--- config.mk ---
export PLATFORM = sky130hd
export DESIGN_NAME = piso_tx_flat
export DESIGN_NICKNAME = d
export VERILOG_FILES = /design/src/rtl/tri_link_pkg.sv /design/src/rtl/piso_tx_if.sv /design/src/rtl/piso_tx.sv /design/src/flat_wrapper.sv
export SDC_FILE = /design/constraint.sdc
export NUM_CORES = 1
export LEC_CHECK = 0
export ABC_CLOCK_PERIOD_IN_PS = 2150
export CAP_MARGIN = 20
export CORE_ASPECT_RATIO = 0.8
export CORE_MARGIN = 2
export CORE_UTILIZATION = 51
export CTS_BUF_LIST = sky130_fd_sc_hd__clkbuf_16
export DETAILED_ROUTE_END_ITERATION = 10
export GPL_ROUTABILITY_DRIVEN = 0
export PLACE_DENSITY = 0.88
export RECOVER_POWER = 50
export SYNTH_ARGS = -nofsm -noshare
export SYNTH_HDL_FRONTEND = slang
export SYNTH_SLANG_ARGS = --single-unit
--- constraint.sdc ---
create_clock -name clk -period 2.15 [get_ports clk]
set_clock_uncertainty 0.05 [all_clocks]
set_input_delay 0.3225 -clock clk [delete_from_list [all_inputs] [get_ports clk]]
set_output_delay 0.3225 -clock clk [all_outputs]
set_load 0.1 [all_outputs]
--- src/rtl/tri_link_pkg.sv ---
// Shared definitions for the triangle serial link: frame geometry and the
// transmitter state encoding, common to the sender and the deserializer.
package tri_link_pkg;

  localparam int unsigned TRI_BITS  = 144;
  localparam int unsigned TRI_CNT_W = 8;

  typedef enum logic [1:0] {
    IDLE,
    LOAD,
    SHIFT,
    GAP
  } tx_state_e;

endpackage

--- src/rtl/piso_tx_if.sv ---
// Parallel-side valid/ready handshake between the triangle packer (master)
// and the serial transmitter (slave).
interface piso_tx_if #(
  parameter int unsigned WIDTH = tri_link_pkg::TRI_BITS
) ();

  logic [WIDTH-1:0] in_data;
  logic             in_valid;
  logic             in_ready;

  modport master (output in_data, output in_valid, input in_ready);
  modport slave  (input in_data, input in_valid, output in_ready);

endinterface

--- src/rtl/piso_tx.sv ---
// Parallel-in/serial-out transmitter: sends one WIDTH-bit frame LSB first with
// a bit index, a frame-start strobe before bit 0 and a done pulse on the last bit.
module piso_tx #(
  parameter int unsigned WIDTH = tri_link_pkg::TRI_BITS,
  parameter int unsigned CNT_W = tri_link_pkg::TRI_CNT_W,
  parameter int unsigned GAP   = 1
) (
  input  logic             clk,
  input  logic             rst_n,
  piso_tx_if.slave         up,
  output logic             ser_out,
  output logic [CNT_W-1:0] ser_count,
  output logic             ser_start,
  output logic             tx_done
);
  import tri_link_pkg::*;

  localparam logic [CNT_W-1:0] LAST_BIT = CNT_W'(WIDTH - 1);
  localparam logic [3:0]       GAP_LAST = 4'((GAP == 0) ? 0 : GAP - 1);

  tx_state_e        state_q, state_d;
  logic [WIDTH-1:0] sr_q, sr_d;
  logic [3:0]       gap_q, gap_d;
  logic             out_d, start_d, done_d;
  logic [CNT_W-1:0] cnt_d;

  assign up.in_ready = (state_q == IDLE);

  // Outputs are registered from the next-state decode, so they change on the
  // same edge as the state they belong to; ser_count doubles as the bit counter.
  always_comb begin
    state_d = state_q;
    sr_d    = sr_q;
    gap_d   = gap_q;
    out_d   = 1'b0;
    cnt_d   = '0;
    start_d = 1'b0;
    done_d  = 1'b0;
    unique case (state_q)
      IDLE: begin
        if (up.in_valid) begin
          state_d = LOAD;
          sr_d    = up.in_data;
          start_d = 1'b1;
        end
      end
      LOAD: begin
        state_d = SHIFT;
        out_d   = sr_q[0];
        sr_d    = sr_q >> 1;
        done_d  = (LAST_BIT == '0);
      end
      SHIFT: begin
        if (ser_count == LAST_BIT) begin
          state_d = (GAP == 0) ? IDLE : tri_link_pkg::GAP;
          gap_d   = '0;
        end else begin
          out_d  = sr_q[0];
          sr_d   = sr_q >> 1;
          cnt_d  = ser_count + CNT_W'(1);
          done_d = (ser_count + CNT_W'(1) == LAST_BIT);
        end
      end
      tri_link_pkg::GAP: begin
        if (gap_q == GAP_LAST) begin
          state_d = IDLE;
        end else begin
          gap_d = gap_q + 4'd1;
        end
      end
      default: state_d = IDLE;
    endcase
  end

  always_ff @(posedge clk or negedge rst_n) begin
    if (!rst_n) begin
      state_q   <= IDLE;
      sr_q      <= '0;
      gap_q     <= '0;
      ser_out   <= 1'b0;
      ser_count <= '0;
      ser_start <= 1'b0;
      tx_done   <= 1'b0;
    end else begin
      state_q   <= state_d;
      sr_q      <= sr_d;
      gap_q     <= gap_d;
      ser_out   <= out_d;
      ser_count <= cnt_d;
      ser_start <= start_d;
      tx_done   <= done_d;
    end
  end

endmodule

--- src/flat_wrapper.sv ---
// flat-port wrapper written by rule: the top's interface ports become plain ports
module piso_tx_flat import tri_link_pkg::*;
#(
  parameter int unsigned WIDTH = tri_link_pkg::TRI_BITS,
  parameter int unsigned CNT_W = tri_link_pkg::TRI_CNT_W,
  parameter int unsigned GAP   = 1
)
  (clk, rst_n, ser_out, ser_count, ser_start, tx_done, up_in_data, up_in_valid, up_in_ready);
  piso_tx_if #(.WIDTH(WIDTH)) up_i ();
  input  logic clk;
  input  logic rst_n;
  output logic ser_out;
  output logic [CNT_W-1:0] ser_count;
  output logic ser_start;
  output logic tx_done;
  input wire logic [$bits(up_i.in_data)-1:0] up_in_data;
  input wire logic [$bits(up_i.in_valid)-1:0] up_in_valid;
  output wire logic [$bits(up_i.in_ready)-1:0] up_in_ready;
  assign up_i.in_data = up_in_data;
  assign up_i.in_valid = up_in_valid;
  assign up_in_ready = up_i.in_ready;
  piso_tx #(.WIDTH(WIDTH), .CNT_W(CNT_W), .GAP(GAP)) u_core (.clk(clk), .rst_n(rst_n), .up(up_i), .ser_out(ser_out), .ser_count(ser_count), .ser_start(ser_start), .tx_done(tx_done));
endmodule
==> flow_metrics.env <==
export IMPL_status="finished, final reports clean"
export IMPL_syn_avg_cell_area_um2=10.4
export IMPL_finalMaxSlewViolations=0
export IMPL_seqPwrFrac_pct=30.2
export IMPL_synthFlopType="dfrtp_1"
export IMPL_port_buffers=158
export IMPL_use_met1_pct=30.6
export IMPL_clkPwrFrac_pct=17.3
export IMPL_syn2layout_area_growth_pct=37.5
export IMPL_grt_pass1_wl_um=28400
export IMPL_rsz0062_at_grt="yes"
export IMPL_max_cap_viol_count=0
export IMPL_wl_per_cell_um=16.9
export IMPL_internal_power_mw=11.0
export IMPL_grt_total_usage_pct=22.4
export IMPL_ff2ff_path_depth=9
export IMPL_core_rowCount=39
export IMPL_grtUsageMet2_pct=36.1
export IMPL_crit_type="register to register"
export IMPL_power_per_cell_area_nw_per_um2=1720
export IMPL_initial_core_util_pct=52.4
export IMPL_die_area_um2=15700
export IMPL_worstPathMaxFanout=12
export IMPL_chipWidth_um=140
export IMPL_filler_cell_count=1023
export IMPL_synth_nets=881
export IMPL_mostFrequentLayoutCells="nor2_1 (155), dfrtp_1 (154), clkdlybuf4s50_1 (145)"
export IMPL_fin_area_um2=10300
export IMPL_hold_violations=0
export IMPL_hold_depth=2
export IMPL_ir_drop_mv=1.21
export IMPL_viasPerCell=5.45
export IMPL_p_sw_mw=6.79
export IMPL_cts_buffers=17
export IMPL_insertion_delay_ns=0.42
export IMPL_cts_root_buffer="clkbuf_16"
export IMPL_syn_inst=726
export IMPL_cp_end_kind="register"
export IMPL_drtIter0Drc=428
export IMPL_grt_pass1_vias=5808
export IMPL_setup_viol=0
export IMPL_synth_enable_flop_cells=0
export IMPL_dp_hpwl_um=11800
export IMPL_worstMarginPinSlew_ns=1.17
export IMPL_antenna_left=0
export IMPL_p_leak_nw=4.61
export IMPL_clockBufferDepth=2
export IMPL_clock_sinks=161
export IMPL_place_area_um2=9480
export IMPL_synth_seq_cells=161
export IMPL_required_ns=2.44
export IMPL_detail_route_first_pass_iterations=4
export IMPL_yosysWarnings=0
export IMPL_vias=5960
export IMPL_ys_seq_area_share_pct=53.6
export IMPL_wirelength_um=18500
export IMPL_ios=159
export IMPL_busiest_layer="met2"
export IMPL_insertedDiodeCount=0
export IMPL_syn_area_um2=7520
export IMPL_grt_ovfl_total=0
export IMPL_path_clk_slew_ns=0.06
export IMPL_fin_crit_ns=2.15
export IMPL_start_kind="register"
export IMPL_async_reset_ff_share_pct=100
export IMPL_min_period_over_period_pct=99.9
export IMPL_die_height_um=113
export IMPL_layout_commonest_cell="nor2_1"
export IMPL_final_nets=1052
export IMPL_hp_class="input pin to register"
export IMPL_coreArea_um2=14300
export IMPL_antenna_found_initial=0
export IMPL_met3_usage_pct=5.38
export IMPL_setup_tns_final_ns=0
export IMPL_relSlewSlack_pct=22.1
export IMPL_synth_distinct_cells=38
export IMPL_cts_max_level=4
export IMPL_layout_drive_gt1_share_pct=11.1
export IMPL_p_comb_share_pct=52.5
export IMPL_swShare_pct=38.1
export IMPL_grt_max_degree=54
export IMPL_drc=0
export IMPL_cts_tree="built"
export IMPL_crit_arrival_ns=2.44
export IMPL_max_freq_mhz=465
## cells by family after synthesis
logic type / after synthesis / synth area share [%]
compound gates: 160 / 11.4
xor+xnor: 5 / 0.583
fa+ha+maj: 8 / 1.33
buf+inv: 59 / 3.41
flops: 161 / 53.6
mux: 144 / 19.2
simple gates: 189 / 10.5
## path summary, 6_finish.rpt
path	from	to	slack (ns)
setup / recovery	u_core.state_q[0]$_DFFE_PN0P_	u_core.sr_q[13]$_DFFE_PN0P_	0.001
hold / removal	up_in_valid	u_core.ser_start$_DFF_PN0_	0.47
setup reg to reg	u_core.state_q[0]$_DFFE_PN0P_	u_core.sr_q[13]$_DFFE_PN0P_	0.001
hold reg to reg	u_core.sr_q[60]$_DFFE_PN0P_	u_core.sr_q[60]$_DFFE_PN0P_	0.47
max in group asynchronous	rst_n	u_core.sr_q[81]$_DFFE_PN0P_	0.29
min in group asynchronous	rst_n	u_core.sr_q[3]$_DFFE_PN0P_	0.63
## synthesized netlist by cell type, drive strengths merged, types with 2 or more instances
master | number | area share [%]
nand2 | 3 | 0.15
or3 | 2 | 0.17
dfrtp | 161 | 54
a31oi | 2 | 0.17
a21oi | 144 | 9.6
buf | 26 | 1.8
nor2b | 3 | 0.25
ha | 8 | 1.3
nor2 | 155 | 7.7
nand4 | 3 | 0.25
nand2b | 2 | 0.17
and2 | 2 | 0.17
and3 | 2 | 0.17
xor2 | 2 | 0.23
clkbuf | 24 | 1.2
xnor2 | 3 | 0.35
o21ai | 4 | 0.27
nand3 | 9 | 0.60
nor3 | 2 | 0.20
inv | 9 | 0.45
o31ai | 3 | 0.30
mux2i | 143 | 19
## stage by stage
step / utilization, % / setup WS, ns / power, mW / cells / hold WS, ns
global route: 72.1 / -0.0715 / 19.0 / 1094 / 0.474
CTS: 70.5 / 0.0193 / 17.1 / 1079 / 0.360
detailed placement: 66.1 / 0.00406 / 13.9 / 1046 / 0.235
finish: 72.1 / 0.00143 / 17.8 / 1094 / 0.470
global placement: 66.1 / 0.0950 / 13.5 / 1046 / 0.236
floorplan: - / -0.0590 / 11.9 / 726 / -0.0231
## flip-flops by register name, summed over array words and instances, names as in the netlist
| signal | count |
|---|---|
| u_core.sr_q | 144 |
| u_core.ser_count | 8 |
| u_core.gap_q | 4 |
| u_core.state_q | 2 |
| u_core.ser_out | 1 |
| u_core.ser_start | 1 |
| u_core.tx_done | 1 |
## critical path: stages, from the launching register on
cell	delay [ns]
dfrtp_1	0.40
inv_1	0.11
ha_2	0.24
and2_1	0.19
a311oi_4	0.33
buf_6	0.17
buf_2	0.22
clkbuf_16	0.20
nor2_1	0.04
a21oi_1	0.10
## final cells by class
type | count | area, um2 | area share (%)
Clock buffer | 17 | 425 | 4.12
Timing Repair Buffer | 202 | 2150 | 20.8
Tap cell | 184 | 230 | 2.23
Sequential cell | 161 | 4040 | 39.1
Inverter | 9 | 33.8 | 0.327
Clock inverter | 15 | 176 | 1.71
Multi-Input combinational cell | 506 | 3280 | 31.7
## timing repair
action / 4_1_cts / 5_1_grt
pin swaps: 0 / 1
hold endpoints to repair: 42 / 0
buffers inserted: 0 / 7
setup endpoints to repair: 6 / 73
gates cloned: 0 / 8
resized for setup: 5 / 7
hold buffers: 1 / 0
## power groups by stage
stage	logic (mW)	registers [mW]	clock network [mW]
2_1_floorplan	6.58	5.35	0
3_3_place_gp	8.18	5.32	0
3_5_place_dp	8.53	5.38	0
4_1_cts	8.65	5.37	3.12
5_1_grt	10.2	5.55	3.26
6_report	9.35	5.39	3.08
## metal layers
metal	part of all wire [%]	vias up	routed length [um]
li1	-	2861	-
met1	44	2881	8190
met2	49	187	9020
met3	5.6	31	1030
met4	1.5	0	270
met5	0	-	0
Power figures use the tool's default switching activity.
